$ cat config.mk
export PLATFORM = sky130hd
export DESIGN_NAME = cla_linear_part
export DESIGN_NICKNAME = d
export VERILOG_FILES = /design/src/rtl/cla_linear_part.sv
export SDC_FILE = /design/constraint.sdc
export NUM_CORES = 1
export LEC_CHECK = 0
export BUFFER_PORTS_ARGS = -buffer_cell sky130_fd_sc_hd__buf_2
export CAP_MARGIN = 20
export CORE_UTILIZATION = 54
export DETAILED_ROUTE_END_ITERATION = 12
export PLACE_DENSITY = 0.87
export SYNTH_ARGS = -nofsm -noshare
export SYNTH_HDL_FRONTEND = slang
export SYNTH_SLANG_ARGS = --single-unit
$ cat constraint.sdc
create_clock -name clk_i -period 2.38 [get_ports clk_i]
set_input_delay 0 -clock clk_i [delete_from_list [all_inputs] [get_ports clk_i]]
set_output_delay 0 -clock clk_i [all_outputs]
set_load 0.01 [all_outputs]
$ cat src/rtl/cla_linear_part.sv
// Linear (XOR) recombination stage of the decomposed carry-lookahead adder.
// Optional consistency check enabled by defining CLA_LIN_CHECK_EN.
module cla_linear_part #(
  parameter int unsigned NBIT = 4,
  parameter int unsigned NNL  = 56
) (
  input  logic            clk_i,
  input  logic            rst_ni,
  input  logic            in_valid_i,
  output logic            in_ready_o,
  input  logic [NBIT-1:0] a_i,
  input  logic [NBIT-1:0] b_i,
  input  logic            c_i,
  input  logic [NNL-1:0]  n_i,
  output logic            out_valid_o,
  input  logic            out_ready_i,
  output logic [NBIT-1:0] s_o,
  output logic            cout_o,
  output logic            err_o
);

  localparam int unsigned NnlExp = 2 ** (NBIT + 2) - NBIT - 4;
  localparam int unsigned KW     = (NBIT > 1) ? $clog2(NBIT) : 1;
  localparam logic [KW-1:0] KMax = KW'(NBIT - 1);

  if (NNL != NnlExp) begin : g_bad_nnl
    $error("cla_linear_part: NNL must equal 2^(NBIT+2) - NBIT - 4");
  end

  localparam logic [1:0] StIdle = 2'd0;
  localparam logic [1:0] StEval = 2'd1;
  localparam logic [1:0] StDone = 2'd2;

  logic [1:0]      state_q, state_d;
  logic [NBIT-1:0] a_q, a_d, b_q, b_d, s_q, s_d;
  logic [NNL-1:0]  n_q, n_d;
  logic            carry_q, carry_d;
  logic [KW-1:0]   kcnt_q, kcnt_d;
  logic [NBIT-1:0] blk_par;

  // blk_par[j] is the carry into bit j+1: parity of term block j+1.
  for (genvar k = 1; k <= NBIT; k++) begin : g_blk
    localparam int unsigned Off = 2 ** (k + 1) - k - 3;
    localparam int unsigned Len = 2 ** (k + 1) - 1;
    assign blk_par[k-1] = ^n_q[Off +: Len];
  end

  always_comb begin
    state_d = state_q;
    a_d     = a_q;
    b_d     = b_q;
    n_d     = n_q;
    s_d     = s_q;
    carry_d = carry_q;
    kcnt_d  = kcnt_q;
    unique case (state_q)
      StIdle: begin
        if (in_valid_i) begin
          a_d     = a_i;
          b_d     = b_i;
          n_d     = n_i;
          carry_d = c_i;
          kcnt_d  = '0;
          state_d = StEval;
        end
      end
      StEval: begin
        s_d[kcnt_q] = a_q[kcnt_q] ^ b_q[kcnt_q] ^ carry_q;
        carry_d     = blk_par[kcnt_q];
        if (kcnt_q == KMax) begin
          state_d = StDone;
        end else begin
          kcnt_d = kcnt_q + 1'b1;
        end
      end
      StDone: begin
        if (out_ready_i) state_d = StIdle;
      end
      default: state_d = StIdle;
    endcase
  end

  always_ff @(posedge clk_i or negedge rst_ni) begin
    if (!rst_ni) begin
      state_q <= StIdle;
      a_q     <= '0;
      b_q     <= '0;
      n_q     <= '0;
      s_q     <= '0;
      carry_q <= 1'b0;
      kcnt_q  <= '0;
    end else begin
      state_q <= state_d;
      a_q     <= a_d;
      b_q     <= b_d;
      n_q     <= n_d;
      s_q     <= s_d;
      carry_q <= carry_d;
      kcnt_q  <= kcnt_d;
    end
  end

`ifdef CLA_LIN_CHECK_EN
  logic err_q, err_d, maj;

  // The true carry is the majority function; a mismatch means a corrupted term vector.
  always_comb begin
    maj   = (a_q[kcnt_q] & b_q[kcnt_q]) | (a_q[kcnt_q] & carry_q) | (b_q[kcnt_q] & carry_q);
    err_d = err_q;
    if (state_q == StIdle && in_valid_i) begin
      err_d = 1'b0;
    end else if (state_q == StEval && maj != blk_par[kcnt_q]) begin
      err_d = 1'b1;
    end
  end

  always_ff @(posedge clk_i or negedge rst_ni) begin
    if (!rst_ni) err_q <= 1'b0;
    else         err_q <= err_d;
  end

  assign err_o = err_q;
`else
  assign err_o = 1'b0;
`endif

  assign in_ready_o  = (state_q == StIdle);
  assign out_valid_o = (state_q == StDone);
  assign s_o         = s_q;
  assign cout_o      = carry_q;

endmodule

## Word level (Yosys, flattened, before mapping)

Index checks and enable logic that the tools add are counted.

- $add $sub $neg: 1
- $mul: 0
- Divide/modulo/power cells: 0
- Order comparisons: 2
- Equality and inequality tests: 7
- Shift operators: 0
- Multiplexer cells: 18
- Bitwise logic cells: 2
- Reduce and logical (&&, ||, !) cells: 11

Operators by type and width:

| kind | count |
|---|---|
| XOR reduction 31 bit | 1 |
| XOR reduction 15 bit | 1 |
| 2-to-1 mux 2 bit | 5 |
| XOR reduction 7 bit | 1 |
| binary-select mux 1 bit (select 2 bit) | 3 |
| inequality test 2 bit (second input constant) | 3 |
| case mux 2 bit (3 select lines) | 1 |
| AND reduction 3 bit | 2 |
| 2-to-1 mux 1 bit | 5 |
| bitwise mux 4 bit | 1 |
| == test 2 bit (second input constant) | 2 |
| case mux 2 bit (2 select lines) | 1 |
| AND reduction 2 bit | 2 |
| < comparator 2 x 3 -> 1 bit (second input constant) | 1 |
| XOR reduction 3 bit | 1 |
| adder 2 x 1 -> 2 bit (second input constant) | 1 |
| demux 1 bit (select 2 bit) | 1 |
| == test 2 x 1 -> 1 bit (second input constant) | 1 |
| >= comparator 2 x 1 -> 1 bit (second input constant) | 1 |
| logical NOT 2 bit | 1 |
| inequality test 2 x 1 -> 1 bit (second input constant) | 1 |
| case mux 1 bit (2 select lines) | 1 |
| nonzero test 2 bit | 1 |
| bitwise XOR 1 bit | 2 |
| logical AND 1 bit | 1 |

- Flip-flop bits (word level): 73
- Latch bits: 0
- RAM bits: 0
- Memory bits (read-only): 0
- Bits of input ports: 69
- Output and inout bits: 8
- Word-level logic and storage cells: 48
- Memories: 0

## Logic depth before layout (Yosys ltp)

- Depth in word-level cells: 5
- Depth in mapped cells: 5
- Gate-level depth less buffers: 5

## Least setup slack after synthesis

Ideal clock, no wire load.

- Path type: reg2reg
- Start: reg n_q[42]
- End: reg carry_q (netlist: cout_o)
- Setup time: 0.087 ns
- Arrival: 1.664 ns
- Data required time: 2.293 ns
- Slack: 0.630 ns
- Cell stages (with the launch flop): 6
- Path buffers: 0
- Period minus slack after synthesis: 1.750 ns
- Path through: dfrtp_1 > xnor3_1 > xnor3_1 > xnor3_1 > xnor3_1 > a211oi_2

- Word-level cells in the longest chain between the ends: 4

RTL lines:

| item | RTL line | text |
|---|---|---|
| start: declaration | 36 | `logic [NNL-1:0] n_q, n_d;` |
| start signal: assignment | 96 | `n_q <= n_d;` |
| XOR reduction 31 bit | 45 | `assign blk_par[k-1] = ^n_q[Off +: Len];` |
| binary-select mux 1 bit (select 2 bit) | 69 | `carry_d = blk_par[kcnt_q];` |
| 2-to-1 mux 1 bit (not written as such) | 69 |  |
| case mux 1 bit (2 select lines) | 56 | `unique case (state_q)` |
| end signal: assignment | 98 | `carry_q <= carry_d;` |
| end: declaration | 37 | `logic carry_q, carry_d;` |

No other way between the ends. The select of a mux whose other input is x is not followed.
A chain may end at the register's enable or synchronous reset.

## Final worst setup path

Ends and elaborated chain as after synthesis.

==> metrics.csv <==
stage,metric,value,unit
route,wl_met2,4010,um
status,status,completed,
power,pwr_density_cell,1570,nW/um2
floorplanning,die_y,82.2,um
route,ant_nets,0,
power,p_leak,2.19,nW
clocking,cts_root_buf,clkbuf_8,
logic_synthesis,yosysSeqAreaShare,52.6,%
floorplanning,core,6060,um2
clocking,path_clk_slew,0.08,ns
min_path,hold_start,c_i,
clocking,cts_resized,0,
place,place_congestion,0.852,
layout,syn_to_final_growth,38.8,%
critical_path,path_class,register to register,
critical_path,cp_max_fo,2,
grt,overflow,0,
critical_path,r2r_start,n_q[42]$_DFFE_PN0P_,
timing,fin_crit,1.90,ns
timing,timing.setup.tns,0,ns
timing,skew,0.0100,ns
grt,grt_max_degree,74,
logic_synthesis,synthFlopType,dfrtp_1,
timing,worstMarginPinSlew,0.913,ns
critical_path,rrSetupSlack,0.48,ns
critical_path,r2r_cells,5,
timing,slew_headroom,39.1,%
clocking,cts_buffers,9,
clocking,cts_sinks,73,
timing,post-route-period-util,79.8,%
route,dr_wl_met3,279,um
logic_synthesis,synth-simple-area-share,2.52,%
logic_synthesis,synth_compound_area_share,2.24,%
logic_synthesis,yosys_warnings,0,
floorplanning,ios,77,
logic_synthesis,synth_top_area_share,52.6,%
layout,nets,459,
logic_synthesis,syn_area_per_cell,14.5,um2
flow_run,maxCapViolCount,0,
clocking,cts_tree,built,
floorplanning,die_area,6750,um2
grt,grt_pass1_wl,11700,um
logic_synthesis,synth_nets,312,
min_path,hold_class,input port to register,
floorplanning,start_util,57.3,%
layout,drive_gt1_share,40.9,%
logic_synthesis,synth.area.top_cells,"dfrtp_1 53%, mux2_2 20%, xnor2_1 8.3%, xnor3_1 5.8%, mux2_1 1.9%",
timing,final_hold_viol_count,0,
route,wire_per_inst,15.8,um
route,via_per_inst,5.04,
power,vdd_drop_max,1340,uV
place,dp_cells,383,
timing,timing.final.ws_setup,0.481,ns
logic_synthesis,muxShareOfSynthArea,23.3,%
logic_synthesis,ys_async_sr_fraction,100,%
clocking,clk_latency,0.35,ns
timing,finalSetupViolCount,0,
route,wl_met1,2900,um
logic_synthesis,yosysTopAreaCell,dfrtp_1,
timing,fmax,526,MHz
layout,diodes,0,
route,drtPass1Iterations,6,
min_path,hold_path_depth,5,
grt,grt_usage,24.6,%
critical_path,r2r-end,cout_o$_DFFE_PN0P_,
clocking,cts_buffer_depth,2,
floorplanning,die_w,82.2,um
clocking,h-tree-depth,3,
place,place_ws,0.541,ns
route,drcViolationCount,0,
layout,fin_cells,466,
route,wirelength,7360,um
logic_synthesis,synth_adder_area_share,1.44,%
min_path,whs_endpoint,cout_o$_DFFE_PN0P_,
layout,utilization,79.5,%
timing,rsz0062_at_grt,false,
logic_synthesis,ys_ff_latch,73,
logic_synthesis,synth_xor_area_share,16.1,%
route,top_layer_used,met4,
route,vias,2348,
critical_path,startpoint_type,register,
grt,antenna_found_initial,0,
logic_synthesis,synthesis.area,3470,um2
floorplanning,fp-row-count,28,
grt,grt_pass1_vias,2574,
route,drt_iter0_markers,77,
place,dp.final_hpwl,4190,um
timing,drv_slew,0,
logic_synthesis,syn_inst,239,
critical_path,cp.arrival,2.17,ns
critical_path,end_kind,register,
logic_synthesis,yosysUniqueCellTypes,30,
logic_synthesis,synth_top_family_by_area,multiplexers,
logic_synthesis,synth_edf_count,0,
clocking,cts_setup_buffers,0,
place,place.port_buffers,75,
critical_path,required,2.65,ns
## cells in the final DEF (no fill, tap or decap)
cell,count
a211oi_2,1
a21oi_1,1
a22o_1,2
a41o_1,1
buf_12,1
buf_2,74
buf_4,2
bufinv_16,2
clkbuf_1,1
clkbuf_8,9
clkinv_2,3
clkinvlp_4,1
conb_1,1
dfrtp_1,73
dlygate4sd3_1,67
ha_1,4
inv_1,4
mux2_1,6
mux2_2,63
mux2i_1,1
mux4_2,1
nand2_1,9
nand2b_1,2
nand3_1,1
nor2_1,4
nor2_4,1
nor2b_1,1
nor3_1,1
nor4_1,1
o21ai_0,2
o22a_1,1
o22ai_1,1
o31ai_1,1
xnor2_1,33
xnor2_2,2
xnor3_1,9
xor2_1,4
## registers in the layout, indices dropped and copies added (netlist names)
name / flops
state_q: 2
b_q: 4
n_q: 56
kcnt_q: 2
cout_o: 1
s_o: 4
a_q: 4
## synth_stat cells (2+ instances only)
library cell	n
mux2_2	63
nor2_1	5
dfrtp_1	73
mux2_1	6
a22o_1	2
ha_1	4
nand2_1	9
o21ai_0	2
xor2_1	4
buf_2	6
nand2b_1	2
inv_1	4
xnor2_2	2
xnor2_1	33
xnor3_1	9
## cell type report
type                            instances  area, um2
Clock buffer                           10        128
Clock inverter                          6       82.6
Fill cell                             370       1240
Inverter                                4       15.0
Multi-Input combinational cell        154       1600
Sequential cell                        73       1830
Tap cell                               75       93.8
Timing Repair Buffer                  144       1080
## routing by layer
metal	up-vias	track usage, %
met4	0	12.6
met3	16	5.49
met5	-	0
li1	1112	-
met1	1158	25.9
met2	62	45.6
## how the worst max path moves through the flow
stage | start | end | slack (ns)
2_1_floorplan | n_q[42]$_DFFE_PN0P_ | cout_o$_DFFE_PN0P_ | 0.63
3_3_place_gp | n_q[42]$_DFFE_PN0P_ | cout_o$_DFFE_PN0P_ | 0.57
3_5_place_dp | n_q[42]$_DFFE_PN0P_ | cout_o$_DFFE_PN0P_ | 0.54
4_1_cts | n_q[42]$_DFFE_PN0P_ | cout_o$_DFFE_PN0P_ | 0.51
5_1_grt | n_q[42]$_DFFE_PN0P_ | cout_o$_DFFE_PN0P_ | 0.42
6_report | n_q[42]$_DFFE_PN0P_ | cout_o$_DFFE_PN0P_ | 0.48
## worst max-delay path, cell delays in order (launching register included)
cell	delay [ns]
dfrtp_1	0.41
xnor3_1	0.40
xnor3_1	0.24
xnor3_1	0.21
xnor3_1	0.39
a211oi_2	0.17
## report_power, final
group | internal [mW] | leakage, nW | switching, mW
registers | 1.89 | 0.863 | 0.494
logic | 2.73 | 1.22 | 1.42
clock network | 0.585 | 0.106 | 0.458
total | 5.20 | 2.19 | 2.38
## stage by stage
stage | hold WS [ns] | cell area (um2) | power [mW]
2_1_floorplan | -0.296 | 3470 | 5.73
3_3_place_gp | 0.175 | 3940 | 6.37
3_5_place_dp | 0.176 | 3940 | 6.48
4_1_cts | 0.252 | 4820 | 7.62
5_1_grt | 0.301 | 4820 | 8.07
6_report | 0.253 | 4820 | 7.58
## cell families (layout without fill, tap and decap cells)
kind of cell	count (synthesis)	after routing
compound gates	10	10
xor+xnor	48	48
fa+ha+maj	4	4
buf+inv	12	164
flops	73	73
mux	71	71
other cells	1	1
simple gates	20	20
## timing repair
item / 4_1_cts / 5_1_grt
setup endpoints to repair: 0 / 0
hold buffers: 67 / 0
endpoints found under the hold margin: 139 / 0
Power figures use the tool's default switching activity.
